--- src/rtl/nibble_serial_adder_ctrl_if.sv ---
// Command/result bundle for the nibble-serial adder sequencer.
// The master side is the requester and consumer. The slave side is the sequencer.
interface nibble_serial_adder_ctrl_if #(
    parameter int WIDTH = 16
);
    logic             start_valid;
    logic             start_ready;
    logic [WIDTH-1:0] op_a;
    logic [WIDTH-1:0] op_b;
    logic             cin;
    logic             res_valid;
    logic             res_ready;
    logic [WIDTH-1:0] result;
    logic             cout;
    logic             busy;

    modport master (
        output start_valid, op_a, op_b, cin, res_ready,
        input  start_ready, res_valid, result, cout, busy
    );

    modport slave (
        input  start_valid, op_a, op_b, cin, res_ready,
        output start_ready, res_valid, result, cout, busy
    );
endinterface

--- src/rtl/nibble_serial_adder_ctrl.sv ---
// Adds WIDTH-bit operands four bits per cycle through one shared 4-bit adder.
// Processing starts with the least-significant nibble. The carry is chained through a register.
module adder_4bit (
    input  logic [3:0] i_a,
    input  logic [3:0] i_b,
    input  logic       i_cin,
    output logic [3:0] o_sum,
    output logic       o_cout
);
    assign {o_cout, o_sum} = 5'(i_a) + 5'(i_b) + 5'(i_cin);
endmodule

module nibble_serial_adder_ctrl #(
    parameter int WIDTH = 16
) (
    input  logic                      clk,
    input  logic                      rst,
    nibble_serial_adder_ctrl_if.slave bus
);
    localparam int NIBBLES = WIDTH / 4;
    localparam int CW      = (NIBBLES > 1) ? $clog2(NIBBLES) : 1;

    generate
        if (WIDTH < 4 || (WIDTH % 4) != 0) begin : g_bad_width
            $error("nibble_serial_adder_ctrl: WIDTH must be a multiple of 4 and >= 4");
        end
    endgenerate

    typedef enum logic [1:0] {S_IDLE, S_RUN, S_DONE} state_t;

    state_t           r_state;
    state_t           w_next;
    logic [WIDTH-1:0] r_a_sh;
    logic [WIDTH-1:0] r_b_sh;
    logic [WIDTH-1:0] r_result;
    logic             r_carry;
    logic             r_cout;
    logic [CW-1:0]    r_cnt;
    logic [3:0]       w_sum;
    logic             w_co;
    logic             w_accept;
    logic             w_last;

    adder_4bit u_add (
        .i_a    (r_a_sh[3:0]),
        .i_b    (r_b_sh[3:0]),
        .i_cin  (r_carry),
        .o_sum  (w_sum),
        .o_cout (w_co)
    );

    assign w_accept = (r_state == S_IDLE) && bus.start_valid;
    assign w_last   = (r_cnt == CW'(NIBBLES - 1));

    always_ff @(posedge clk) begin
        if (rst) r_state <= S_IDLE;
        else     r_state <= w_next;
    end

    always_comb begin
        w_next = r_state;
        case (r_state)
            S_IDLE:  if (w_accept)      w_next = S_RUN;
            S_RUN:   if (w_last)        w_next = S_DONE;
            S_DONE:  if (bus.res_ready) w_next = S_IDLE;
            default:                    w_next = S_IDLE;
        endcase
    end

    // The result fills from the MSB end, so after NIBBLES passes the first sum nibble sits at bit 0.
    always_ff @(posedge clk) begin
        if (rst) begin
            r_a_sh   <= '0;
            r_b_sh   <= '0;
            r_result <= '0;
            r_carry  <= 1'b0;
            r_cout   <= 1'b0;
            r_cnt    <= '0;
        end else begin
            case (r_state)
                S_IDLE: begin
                    if (w_accept) begin
                        r_a_sh  <= bus.op_a;
                        r_b_sh  <= bus.op_b;
                        r_carry <= bus.cin;
                        r_cnt   <= '0;
                    end
                end
                S_RUN: begin
                    r_result <= WIDTH'({w_sum, r_result} >> 4);
                    r_carry  <= w_co;
                    r_a_sh   <= r_a_sh >> 4;
                    r_b_sh   <= r_b_sh >> 4;
                    r_cnt    <= r_cnt + CW'(1);
                    if (w_last) r_cout <= w_co;
                end
                default: ;
            endcase
        end
    end

    assign bus.start_ready = (r_state == S_IDLE);
    assign bus.res_valid   = (r_state == S_DONE);
    assign bus.busy        = (r_state != S_IDLE);
    assign bus.result      = r_result;
    assign bus.cout        = r_cout;
endmodule

--- src/flat_wrapper.sv ---
// flat-port wrapper written by rule: the top's interface ports become plain ports
module nibble_serial_adder_ctrl_flat 
#(
    parameter int WIDTH = 16
)
  (clk, rst, bus_start_valid, bus_op_a, bus_op_b, bus_cin, bus_res_ready, bus_start_ready, bus_res_valid, bus_result, bus_cout, bus_busy);
  nibble_serial_adder_ctrl_if #(.WIDTH(WIDTH)) bus_i ();
  input  logic clk;
  input  logic rst;
  input wire logic [$bits(bus_i.start_valid)-1:0] bus_start_valid;
  input wire logic [$bits(bus_i.op_a)-1:0] bus_op_a;
  input wire logic [$bits(bus_i.op_b)-1:0] bus_op_b;
  input wire logic [$bits(bus_i.cin)-1:0] bus_cin;
  input wire logic [$bits(bus_i.res_ready)-1:0] bus_res_ready;
  output wire logic [$bits(bus_i.start_ready)-1:0] bus_start_ready;
  output wire logic [$bits(bus_i.res_valid)-1:0] bus_res_valid;
  output wire logic [$bits(bus_i.result)-1:0] bus_result;
  output wire logic [$bits(bus_i.cout)-1:0] bus_cout;
  output wire logic [$bits(bus_i.busy)-1:0] bus_busy;
  assign bus_i.start_valid = bus_start_valid;
  assign bus_i.op_a = bus_op_a;
  assign bus_i.op_b = bus_op_b;
  assign bus_i.cin = bus_cin;
  assign bus_i.res_ready = bus_res_ready;
  assign bus_start_ready = bus_i.start_ready;
  assign bus_res_valid = bus_i.res_valid;
  assign bus_result = bus_i.result;
  assign bus_cout = bus_i.cout;
  assign bus_busy = bus_i.busy;
  nibble_serial_adder_ctrl #(.WIDTH(WIDTH)) u_core (.clk(clk), .rst(rst), .bus(bus_i));
endmodule
--- config.mk ---
export PLATFORM = sky130hd
export DESIGN_NAME = nibble_serial_adder_ctrl_flat
export DESIGN_NICKNAME = d
export VERILOG_FILES = /design/src/rtl/nibble_serial_adder_ctrl_if.sv /design/src/rtl/nibble_serial_adder_ctrl.sv /design/src/flat_wrapper.sv
export SDC_FILE = /design/constraint.sdc
export NUM_CORES = 1
export LEC_CHECK = 0
export BUFFER_PORTS_ARGS = -buffer_cell sky130_fd_sc_hd__buf_4
export CORE_ASPECT_RATIO = 0.8
export CORE_MARGIN = 8
export CORE_UTILIZATION = 47
export DETAILED_ROUTE_END_ITERATION = 10
export PLACE_DENSITY = 0.74
export SYNTH_ARGS = -nofsm -noshare
export SYNTH_HDL_FRONTEND = slang
export SYNTH_SLANG_ARGS = --single-unit
--- constraint.sdc ---
create_clock -name clk -period 1.5 [get_ports clk]
set_input_delay 0.3 -clock clk [delete_from_list [all_inputs] [get_ports clk]]
set_output_delay 0.3 -clock clk [all_outputs]
set_load 0.005 [all_outputs]
-- After elaboration in Yosys (flattened, before gate mapping)
Index checks and enable logic that the tools add are counted.
- add/subtract/negate cells: 3
- equality and inequality tests: 6
- muxes and demuxes: 12
- reduce and logical (&&, ||, !) cells: 7
- operators by type and width (cell ; count):
    case mux 16 bit (2 select lines) ; 2
    2-to-1 mux 16 bit ; 2
    2-to-1 mux 2 bit ; 4
    case mux 2 bit (3 select lines) ; 1
    adder 4 x 4 -> 5 bit ; 1
    adder 5 x 1 -> 5 bit ; 1
    equality test 2 bit, second input constant ; 2
    inequality test 2 x 1 -> 1 bit, second input constant ; 2
    case mux 2 bit (2 select lines) ; 1
    AND reduction 2 bit ; 2
    nonzero test 2 bit ; 2
    AND reduction 3 bit ; 1
    adder 2 x 1 -> 2 bit, second input constant ; 1
    equality test 2 x 1 -> 1 bit, second input constant ; 1
    logical NOT 2 bit ; 1
    inequality test 2 bit, second input constant ; 1
    case mux 1 bit (2 select lines) ; 1
    logical AND 1 bit ; 1
    2-to-1 mux 1 bit ; 1
- bits in registers: 54
- output and inout port bits: 20

-- Longest topological paths before layout
Gate-level depths: netlist of run 1.
- word-level depth: 4
- mapped depth: 7

-- Modules after synthesis
Synthesis of run 1 repeated with hierarchy kept, for this count alone.
- cells, all modules: 255
- area total of the unflattened synthesis: 2433.6 um^2
- modules (own cells, without submodules) (module ; instances ; cells an instance ; area an instance (um^2) ; seq. area each (um^2)):
    nibble_serial_adder_ctrl ; 1 ; 239 ; 2289.7 ; 1081.0
    adder_4bit ; 1 ; 16 ; 143.9 ; 0.0

-- Worst setup path before layout of run 1
Ideal clock, no wire load.
- path kind: register to register
- from: register u_core.r_carry
- to: register u_core.r_carry
- library setup time: 0.132 ns
- data arrival time: 1.402 ns
- required time: 1.368 ns
- slack: -0.034 ns
- stages on the path, launching flop included: 8
- path buffers: 0
- period minus slack after synthesis: 1.534 ns
- cell sequence: dfxtp_1 -> fa_1 -> inv_1 -> fa_1 -> nor2b_1 -> o21a_1 -> o21ai_0 -> a21oi_1
- longest elaborated chain between the ends: 2
- ends and longest elaborated chain (element ; line ; text):
    start: declaration ; nibble_serial_adder_ctrl.sv:36 ; logic r_carry;
    start signal: assignment ; nibble_serial_adder_ctrl.sv:85 ; r_carry <= bus.cin;
    start signal: assignment ; nibble_serial_adder_ctrl.sv:91 ; r_carry <= w_co;
    adder 5 x 1 -> 5 bit ; nibble_serial_adder_ctrl.sv:10 ; assign {o_cout, o_sum} = 5'(i_a) + 5'(i_b) + 5'(i_cin);
    case mux 1 bit (2 select lines) ; nibble_serial_adder_ctrl.sv:80 ; case (r_state)
No other way between the ends.
A chain may end at the register's enable or synchronous reset.

-- Worst setup path in the final report of run 1
Ends and elaborated chain as after synthesis.

==> results.py, run 1 <==
metrics = {
    "yosys": {
        "synth_flop_cell": "dfxtp_1",
        "ys_types": 29,
        "synth_top_cell_by_area": "dfxtp_1",
        "yosysWarnings": 0,
        "netlist_instances": 294,
        "synth_seq_cells": 54,
        "yosysTopAreaCellShare_pct": 46.50,
        "synth_nets": 337,
        "synth_edf_count": 0,
        "netlist_area_um2": 2325,
        "async_reset_ff_share_pct": 0,
        "synth.area.top_cells": "dfxtp_1 (47%), nand2_1 (9.4%), nor2_1 (9.2%), a311oi_1 (6.0%), a21oi_1 (5.8%)",
        "syn_avg_cell_area_um2": 7.907,
        "seq_area_frac_synth_pct": 46.50,
    },
    "global_route": {
        "antenna_found_initial": 0,
        "grt_pass1_vias": 2060,
        "use_met1_pct": 18.24,
        "busiest_layer": "met2",
        "grt_usage_pct": 15.29,
        "grt_max_degree": 27,
        "grt_remaining_overflow": 0,
        "met2_usage_pct": 26.21,
        "grt_use_met3_pct": 4.896,
        "grt_pass1_wl_um": 9356,
    },
    "hold_path": {
        "hold_class": "in -> reg",
    },
    "cts": {
        "cts_htree_levels": 2,
        "clk_latency_ps": 300,
        "cts.sinks": 54,
        "cts_tree": "yes",
        "clk_path_buf_depth": 2,
        "path_clk_slew_ps": 100,
        "ctsRootBufferMaster": "clkbuf_8",
        "numCtsBuffers": 5,
    },
    "timing": {
        "fin_crit_ps": 1529,
        "fin_skew_ps": 9.777,
        "hold_violations": 0,
        "rsz0062_at_grt": "true",
        "fin_tns_setup_ps": -35.39,
        "report.final.slew_viol_count": 0,
        "setup_viol": 2,
        "tightest_slew_ps": 480.4,
        "finalWorstSetupSlack_ps": -28.54,
        "fmax_ghz": 0.6542,
        "slew_headroom_pct": 67.97,
        "fin_crit_sh_pct": 101.9,
    },
    "critical_path": {
        "endpoint_kind": "flop",
        "critPathKind": "reg -> reg",
        "critPathTopFamily": "adder cells",
        "crit_chain": "fa_2, inv_2, fa_2, nor2b_1, o21a_1, o21ai_0, a21oi_1",
        "crit_buf_inv": 1,
        "cpPeakStageDelay_ps": 390,
        "cp_common_cell": "fa_2",
        "crit_path_max_fanout": 2,
        "worst-r2r-setup-slack_ps": -30,
        "cp_data_arrival_time_ps": 1710,
        "cp-start-kind": "flop",
        "cp.required_ps": 1680,
        "slowest_stage": "fa_2",
    },
    "final_layout": {
        "fill_cells": 459,
        "design_area_um2": 2982,
        "multi_input_area_um2": 1125,
        "fin_nets": 396,
        "syn2layout_area_growth_pct": 28.26,
        "drive_gt1_share_pct": 26.55,
        "finalNonFillerCells": 416,
        "postLayoutCoreUtil_pct": 60.95,
        "seq_area_um2": 1086,
        "diodes": 0,
    },
    "floorplanning": {
        "fp-row-count": 23,
        "die-area_um2": 7467,
        "dieHeight_um": 78.91,
        "die_width_um": 94.63,
        "initial_utilization_pct": 47.52,
        "core_um2": 4892,
        "ios": 57,
    },
    "outcome": {
        "violations": "negative setup slack",
        "status": "finished, violations left",
    },
    "pwr": {
        "p_sw_share_pct": 26.15,
        "p_comb_share_pct": 17.0,
        "switching_power_w": 0.0007578,
        "intPower_w": 0.002141,
        "power.leakage_nw": 1.293,
        "vdd_drop_max_uv": 643.1,
        "power_density_nw_per_um2": 972.1,
        "pwr-share-clk_pct": 28.5,
        "pwr-share-seq_pct": 54.5,
    },
    "drt": {
        "vias_per_cell": 5.070,
        "ant_nets": 0,
        "route.detailed.wl_per_inst_um": 13.44,
        "drt_iter0_drc": 115,
        "vias": 2109,
        "finalWirelength_um": 5593,
        "firstDrtPassIters": 4,
        "drcViolationCount": 0,
    },
    "placement": {
        "dp_cells": 407,
        "place_hpwl_um": 4111,
        "gp_congestion": 0.8457,
        "placed_cell_area_um2": 2869,
        "port_buffers": 56,
    },
    "job": {
        "maxCapViolCount": 0,
    },
}
cell families (layout without fill, tap and decap cells):
family | count (synthesis) | in the layout | synth area share, %
and+or+nand+nor | 144 | 144 | 26.05
adders and majority gates | 6 | 6 | 3.875
DFF | 54 | 54 | 46.50
muxes | 1 | 1 | 0.4306
buffers and inverters | 29 | 89 | 5.866
xor gates and xnor gates | 1 | 1 | 0.3768
AOI/OAI and AO/OA | 59 | 59 | 16.90
path summary, 6_finish.rpt:
| check | from | endpoint | cells after the start |
|---|---|---|---|
| min reg2reg | u_core.bus.result[2]$_SDFFE_PP0P_ | u_core.bus.result[2]$_SDFFE_PP0P_ | 2 |
| min | bus_op_b[15] | u_core.r_b_sh[15]$_SDFFE_PP0P_ | 3 |
| max reg2reg | u_core.r_carry$_SDFFE_PP0P_ | u_core.r_carry$_SDFFE_PP0P_ | 7 |
| max | u_core.r_carry$_SDFFE_PP0P_ | u_core.r_carry$_SDFFE_PP0P_ | 7 |
state kept, by name, indices dropped and copies added (netlist names):
register	count
u_core.bus.result	16
u_core.r_a_sh	16
u_core.r_b_sh	16
u_core.r_cnt	2
u_core.r_state	2
u_core.bus.cout	1
u_core.r_carry	1
tightest hold or removal path, delay by kind of cell:
kind            cells  cell delay, ps
simple gates        1              80
buf+inv             1              80
compound gates      1              50
area by class of cell:
type | instances | area share (%)
Multi-Input combinational cell | 211 | 37.73
Clock buffer | 6 | 2.770
Clock inverter | 2 | 0.4196
Timing Repair Buffer | 75 | 19.30
Sequential cell | 54 | 36.42
Inverter | 6 | 0.7554
Tap cell | 62 | 2.602
routing by layer:
layer	share of wire, %	vias to the layer above
met5	0	-
met4	0.41	0
met3	7.4	2
met2	49	51
met1	44	954
li1	-	1102
per-stage QoR:
step,setup WS (ps),total power (W),hold slack [ps]
after global routing,-102.1,0.003066,251.3
final,-28.54,0.002898,237.5
after floorplan,-17.08,0.001894,447.7
after global placement,-30.85,0.002088,443.7
after CTS,-55.18,0.002925,230.9
after detailed placement,-71.62,0.002102,449.8
repair_timing:
item | in CTS | in global routing
gates resized for setup | 1 | 3
hold buffers | 0 | 0
endpoints found under the setup margin | 3 | 7
pin swaps | 4 | 2
setup buffers | 1 | 0
cloned | 0 | 0
power groups by stage:
stage	clock (W)	sequential, W	combinational [W]
after floorplan	0	0.00160	0.000295
after global placement	0	0.00161	0.000480
after detailed placement	0	0.00161	0.000488
after CTS	0.000852	0.00158	0.000493
after global routing	0.000913	0.00159	0.000561
final	0.000825	0.00158	0.000493
Yosys cell counts, drive strengths merged (2+ instances only):
cell	instances
a211oi	2
a21oi	27
a22oi	11
a311oi	16
buf	14
clkbuf	9
dfxtp	54
fa	2
ha	4
inv	6
nand2	58
nor2	57
nor2b	12
nor3	9
or2	2
cell usage in the layout (no fill, tap or decap), drive strengths merged:
| cell type | netlist | layout |
|---|---|---|
| nand4b | 1 | 1 |
| dfxtp | 54 | 54 |
| a22oi | 11 | 11 |
| inv | 6 | 6 |
| or4 | 1 | 1 |
| nand3b | 1 | 1 |
| clkbuf | 9 | 6 |
| mux2i | 1 | 1 |
| a211oi | 2 | 2 |
| nand2 | 58 | 58 |
| nand2b | 1 | 1 |
| nand3 | 1 | 1 |
| nor3 | 9 | 9 |
| o21a | 1 | 1 |
| nor2 | 57 | 57 |
| and2 | 1 | 1 |
| a21oi | 27 | 27 |
| a311oi | 16 | 16 |
| or2 | 2 | 2 |
| a21o | 1 | 1 |
| nor2b | 12 | 12 |
| o21ai | 1 | 1 |
| ha | 4 | 4 |
| xnor2 | 1 | 1 |
| clkinv | 0 | 1 |
| buf | 14 | 75 |
| clkinvlp | 0 | 1 |
| fa | 2 | 2 |
(Power assumes the default switching activity.)
==> run 2, diff against run 1 <==
==> constraint.sdc (replaced) <==
create_clock -name clk -period 1.3 [get_ports clk]
set_input_delay 0.26 -clock clk [delete_from_list [all_inputs] [get_ports clk]]
set_output_delay 0.26 -clock clk [all_outputs]
set_load 0.005 [all_outputs]
==> results.py, run 2 (synthesized netlist as in run 1, its figures left out) <==
metrics = {
    "final_layout": {
        "syn2layout_area_growth_pct": 59.58,
        "design_area_um2": 3710,
        "seq_area_um2": 1092,
        "fill_cells": 340,
        "diodes": 0,
        "layout_commonest_cell": "buf_4",
        "drive_gt1_share_pct": 47.66,
        "multi_input_area_um2": 1424,
        "postLayoutCoreUtil_pct": 75.83,
        "fin_nets": 426,
        "final_cell_mix": "buf_4 (74), dfxtp_1 (49), nor2_1 (48)",
    },
    "drt": {
        "route.detailed.wl_per_inst_um": 16.97,
        "ant_nets": 0,
        "finalWirelength_um": 7568,
        "firstDrtPassIters": 4,
        "drcViolationCount": 0,
        "drt_iter0_drc": 148,
        "vias_per_cell": 5.489,
        "vias": 2448,
    },
    "floorplanning": {
        "ios": 57,
        "dieHeight_um": 78.91,
        "die_width_um": 94.63,
        "fp-row-count": 23,
        "core_um2": 4892,
        "die-area_um2": 7467,
        "initial_utilization_pct": 47.52,
    },
    "outcome": {
        "status": "finished, violations left",
        "violations": "negative setup slack",
    },
    "cts": {
        "cts_htree_levels": 2,
        "cts_tree": "yes",
        "path_clk_slew_ps": 100,
        "numCtsBuffers": 5,
        "clk_latency_ps": 310,
        "cts.sinks": 54,
        "clk_path_buf_depth": 2,
        "ctsRootBufferMaster": "clkbuf_8",
    },
    "pwr": {
        "power.leakage_nw": 1.601,
        "power_density_nw_per_um2": 990.7,
        "vdd_drop_max_uv": 588.7,
    },
    "placement": {
        "port_buffers": 56,
        "placed_cell_area_um2": 2959,
        "gp_congestion": 0.7937,
        "place_hpwl_um": 4183,
    },
    "critical_path": {
        "endpoint_kind": "flop",
        "critPathKind": "reg -> reg",
        "cp_data_arrival_time_ps": 1810,
        "worst-r2r-setup-slack_ps": -300,
        "r2r_end": "u_core.bus.result[15]$_SDFFE_PP0P_",
        "cp.required_ps": 1510,
        "r2r-start": "u_core.r_carry$_SDFFE_PP0P_",
        "crit_path_max_fanout": 2,
        "cp-start-kind": "flop",
        "r2r_cells": 6,
    },
    "timing": {
        "finalWorstSetupSlack_ps": -297.8,
        "fin_crit_ps": 1598,
        "report.final.slew_viol_count": 0,
        "fin_tns_setup_ps": -2348,
        "fin_skew_ps": 9.648,
        "hold_violations": 0,
        "setup_viol": 35,
        "rsz0062_at_grt": "true",
        "tightest_slew_ps": 277.1,
        "slew_headroom_pct": 81.49,
        "fin_crit_sh_pct": 122.9,
        "fmax_ghz": 0.6258,
    },
    "hold_path": {
        "hold_class": "in -> reg",
        "hold_depth": 3,
        "worstHoldStart": "bus_op_a[12]",
        "holdPathEnd": "u_core.r_a_sh[12]$_SDFFE_PP0P_",
    },
    "job": {
        "maxCapViolCount": 0,
    },
    "global_route": {
        "grt_max_degree": 24,
        "grt_usage_pct": 15.70,
        "grt_remaining_overflow": 0,
        "antenna_found_initial": 0,
        "grt_pass1_wl_um": 9646,
        "grt_pass1_vias": 2221,
    },
}
run 2: cell count changes in the layout (fill, tap and decap cells not counted), moves of 12 or more:
| cell | previous run | this run |
|---|---|---|
| a311oi_2 | 0 | 14 |
| nand2_1 | 58 | 46 |
| a311oi_1 | 16 | 2 |
| buf_6 | 0 | 20 |
run 2: power by group:
group	switching (W)	total [W]	internal (W)	leakage [nW]
Combinational	0.000419	0.000896	0.000477	1.11
Sequential	0.0000836	0.00184	0.00176	0.446
Clock	0.000559	0.000940	0.000381	0.0483
Total	0.00106	0.00368	0.00261	1.60
run 2: metal layers:
metal	up-vias	track usage [%]	routed length, um
met2	84	26.35	3849
met1	1179	18.75	3068
li1	1172	-	-
met3	13	5.556	533
met4	0	3.733	117
met5	-	0	0
run 2: worst max path at each step:
| stage | startpoint | to | slack [ps] |
|---|---|---|---|
| 4_1_cts | u_core.r_carry$_SDFFE_PP0P_ | u_core.bus.cout$_SDFFE_PP0P_ | -270 |
| 3_5_place_dp | u_core.r_a_sh[0]$_SDFFE_PP0P_ | u_core.bus.cout$_SDFFE_PP0P_ | -290 |
| 3_3_place_gp | u_core.r_carry$_SDFFE_PP0P_ | u_core.bus.cout$_SDFFE_PP0P_ | -220 |
| 5_1_grt | u_core.r_carry$_SDFFE_PP0P_ | u_core.bus.cout$_SDFFE_PP0P_ | -390 |
| 2_1_floorplan | u_core.r_a_sh[0]$_SDFFE_PP0P_ | u_core.bus.cout$_SDFFE_PP0P_ | -200 |
| 6_report | u_core.r_carry$_SDFFE_PP0P_ | u_core.bus.result[15]$_SDFFE_PP0P_ | -300 |
run 2: timing repair:
item	in CTS	in global routing
setup endpoints to repair	17	40
resized for setup	27	79
pin swaps	7	35
hold buffers	0	0
cloned	0	7
setup buffers	5	12
run 2: metrics by stage:
stage / setup slack, ps / cells / total power [W] / hold WS [ps]
2_1_floorplan: -196.0 / 294 / 0.002191 / 408.3
3_3_place_gp: -222.4 / 415 / 0.002459 / 443.0
3_5_place_dp: -285.8 / 415 / 0.002469 / 448.1
4_1_cts: -266.9 / 428 / 0.003434 / 174.4
5_1_grt: -393.8 / 446 / 0.003846 / 176.1
6_report: -297.8 / 446 / 0.003675 / 173.5
run 2: worst max-delay path: stages, from the launching register on:
cell,delay (ps)
dfxtp_2,350
fa_2,390
buf_4,140
a21o_1,160
a21oi_1,240
or4_1,160
nand3_1,60
run 2: area by class of cell:
| class | count | area share [%] |
|---|---|---|
| clock buffers | 5 | 1.855 |
| flip-flops and latches | 54 | 29.44 |
| repair buffers | 105 | 27.05 |
| well taps | 62 | 2.091 |
| multi-input cells | 211 | 38.38 |
| clock inverters | 3 | 0.5059 |
| inverters | 6 | 0.6745 |
==> run 3, diff against run 2 <==
--- a/config.mk
+++ b/config.mk
@@ -6,8 +6,7 @@
 export NUM_CORES = 1
 export LEC_CHECK = 0
 export BUFFER_PORTS_ARGS = -buffer_cell sky130_fd_sc_hd__buf_4
-export CORE_ASPECT_RATIO = 0.8
-export CORE_MARGIN = 8
+export CORE_ASPECT_RATIO = 1.25
 export CORE_UTILIZATION = 47
 export DETAILED_ROUTE_END_ITERATION = 10
 export PLACE_DENSITY = 0.74
==> results.py, run 3 (synthesized netlist as in run 1, its figures left out) <==
metrics = {
    "floorplanning": {
        "die_width_um": 64.91,
        "dieHeight_um": 80.63,
        "core_um2": 4730,
        "die-area_um2": 5233,
        "ios": 57,
        "fp-row-count": 28,
        "initial_utilization_pct": 49.15,
    },
    "drt": {
        "route.detailed.wl_per_inst_um": 15.80,
        "drt_iter0_drc": 111,
        "vias": 2414,
        "vias_per_cell": 5.549,
        "ant_nets": 0,
        "drcViolationCount": 0,
        "finalWirelength_um": 6873,
        "firstDrtPassIters": 4,
    },
    "final_layout": {
        "final_cell_mix": "buf_4 (67), nor2_1 (52), dfxtp_1 (49)",
        "layout_commonest_cell": "buf_4",
        "diodes": 0,
        "drive_gt1_share_pct": 45.07,
        "fin_nets": 419,
        "syn2layout_area_growth_pct": 57.10,
    },
    "critical_path": {
        "cp-start-kind": "flop",
        "cp.required_ps": 1500,
        "r2r-start": "u_core.r_b_sh[0]$_SDFFE_PP0P_",
        "r2r_end": "u_core.bus.result[15]$_SDFFE_PP0P_",
        "worst-r2r-setup-slack_ps": -350,
        "crit_chain": "fa_2, buf_4, buf_6, a21o_1, a21oi_2, or4_1, nand3_1",
        "crit_path_max_fanout": 2,
        "endpoint_kind": "flop",
        "critPathKind": "reg -> reg",
        "slowest_stage": "fa_2",
        "r2r_cells": 7,
        "cpPeakStageDelay_ps": 400,
        "cp_data_arrival_time_ps": 1850,
    },
    "timing": {
        "fin_crit_sh_pct": 127.0,
        "fin_skew_ps": 6.165,
        "fmax_ghz": 0.6057,
        "report.final.slew_viol_count": 0,
        "fin_crit_ps": 1651,
        "finalWorstSetupSlack_ps": -351.1,
        "hold_violations": 0,
        "tightest_slew_ps": 425.6,
        "setup_viol": 39,
        "rsz0062_at_grt": "true",
        "fin_tns_setup_ps": -2620,
        "slew_headroom_pct": 71.63,
    },
    "outcome": {
        "violations": "negative setup slack",
        "status": "finished, violations left",
    },
    "pwr": {
        "power.leakage_nw": 1.624,
        "power_density_nw_per_um2": 994.6,
        "vdd_drop_max_uv": 728.3,
    },
    "cts": {
        "cts_htree_levels": 2,
        "cts_tree": "yes",
        "clk_path_buf_depth": 2,
        "clk_latency_ps": 310,
        "path_clk_slew_ps": 90,
        "numCtsBuffers": 5,
        "ctsRootBufferMaster": "clkbuf_8",
        "cts.sinks": 54,
    },
    "hold_path": {
        "hold_class": "in -> reg",
        "worstHoldStart": "bus_op_b[15]",
        "holdPathEnd": "u_core.r_b_sh[15]$_SDFFE_PP0P_",
        "hold_depth": 3,
    },
    "global_route": {
        "grt_pass1_vias": 2130,
        "grt_pass1_wl_um": 9411,
        "antenna_found_initial": 0,
        "grt_max_degree": 31,
        "grt_remaining_overflow": 0,
        "grt_usage_pct": 23.68,
    },
    "placement": {
        "place_hpwl_um": 3610,
        "gp_congestion": 0.7679,
        "dp_slack_ps": -268.5,
        "port_buffers": 56,
    },
    "job": {
        "maxCapViolCount": 0,
    },
}
## run 3: changes by cell type in the layout (fill, tap and decap cells not counted), moves of 3 or more
| cell | previous run | this run |
|---|---|---|
| buf_4 | 74 | 67 |
| nand2_1 | 46 | 43 |
| nor2_4 | 6 | 2 |
| nor2_1 | 48 | 52 |
| nand2_2 | 8 | 5 |
| nand2_4 | 4 | 10 |
## run 3: cell type report
cell class                      instances  area (um2)
Timing Repair Buffer                   98       967.2
Tap cell                               60       75.07
Multi-Input combinational cell        211        1410
Clock buffer                            6       82.58
Fill cell                             313        1077
Inverter                                6       25.02
Sequential cell                        54        1092
## run 3: worst max-delay path by stage
stage / end / slack [ps] / cells past startpoint / from
after floorplan: u_core.bus.cout$_SDFFE_PP0P_ / -200 / 7 / u_core.r_a_sh[0]$_SDFFE_PP0P_
after global placement: u_core.bus.cout$_SDFFE_PP0P_ / -230 / 7 / u_core.r_carry$_SDFFE_PP0P_
after detailed placement: u_core.bus.cout$_SDFFE_PP0P_ / -270 / 7 / u_core.r_carry$_SDFFE_PP0P_
after CTS: u_core.bus.cout$_SDFFE_PP0P_ / -260 / 7 / u_core.r_a_sh[0]$_SDFFE_PP0P_
after global routing: u_core.bus.result[15]$_SDFFE_PP0P_ / -400 / 7 / u_core.r_b_sh[0]$_SDFFE_PP0P_
final: u_core.bus.result[15]$_SDFFE_PP0P_ / -350 / 7 / u_core.r_b_sh[0]$_SDFFE_PP0P_
## run 3: stage by stage
stage / total power (W) / hold WS, ps / cell area [um2] / std cells / util, %
2_1_floorplan: 0.002191 / 408.3 / 2337 / 294 / -
3_3_place_gp: 0.002431 / 443.3 / 2904 / 406 / 61.40
3_5_place_dp: 0.002447 / 450.9 / 2904 / 406 / 61.40
4_1_cts: 0.003438 / 184.2 / 3178 / 421 / 67.20
5_1_grt: 0.003784 / 194.7 / 3652 / 435 / 77.22
6_report: 0.003632 / 179.2 / 3652 / 435 / 77.22
## run 3: worst max-delay path, delay by kind of cell (launching register included)
kind | cells | cell delay (ps)
fa+ha+maj | 1 | 400
flops | 1 | 340
compound gates | 2 | 320
buf+inv | 2 | 250
simple gates | 2 | 220
## run 3: report_power, final
group / total (W) / internal, W / switching (W)
Combinational: 0.000863 / 0.000458 / 0.000406
Sequential: 0.00184 / 0.00176 / 0.0000828
Clock: 0.000931 / 0.000412 / 0.000519
## run 3: metal layers
metal | GRT usage (%) | up-vias | share of wire [%]
met3 | 4.830 | 20 | 5.5
met1 | 26.85 | 1151 | 36
met4 | 9.556 | 0 | 3.7
li1 | - | 1152 | -
met5 | 0 | - | 0
met2 | 42.50 | 91 | 54
## run 3: what timing repair did
item,CTS,global route
endpoints found under the setup margin,21,42
setup buffers,6,10
hold buffers,0,0
pin swaps,9,41
gates resized for setup,23,77
cloned,3,6
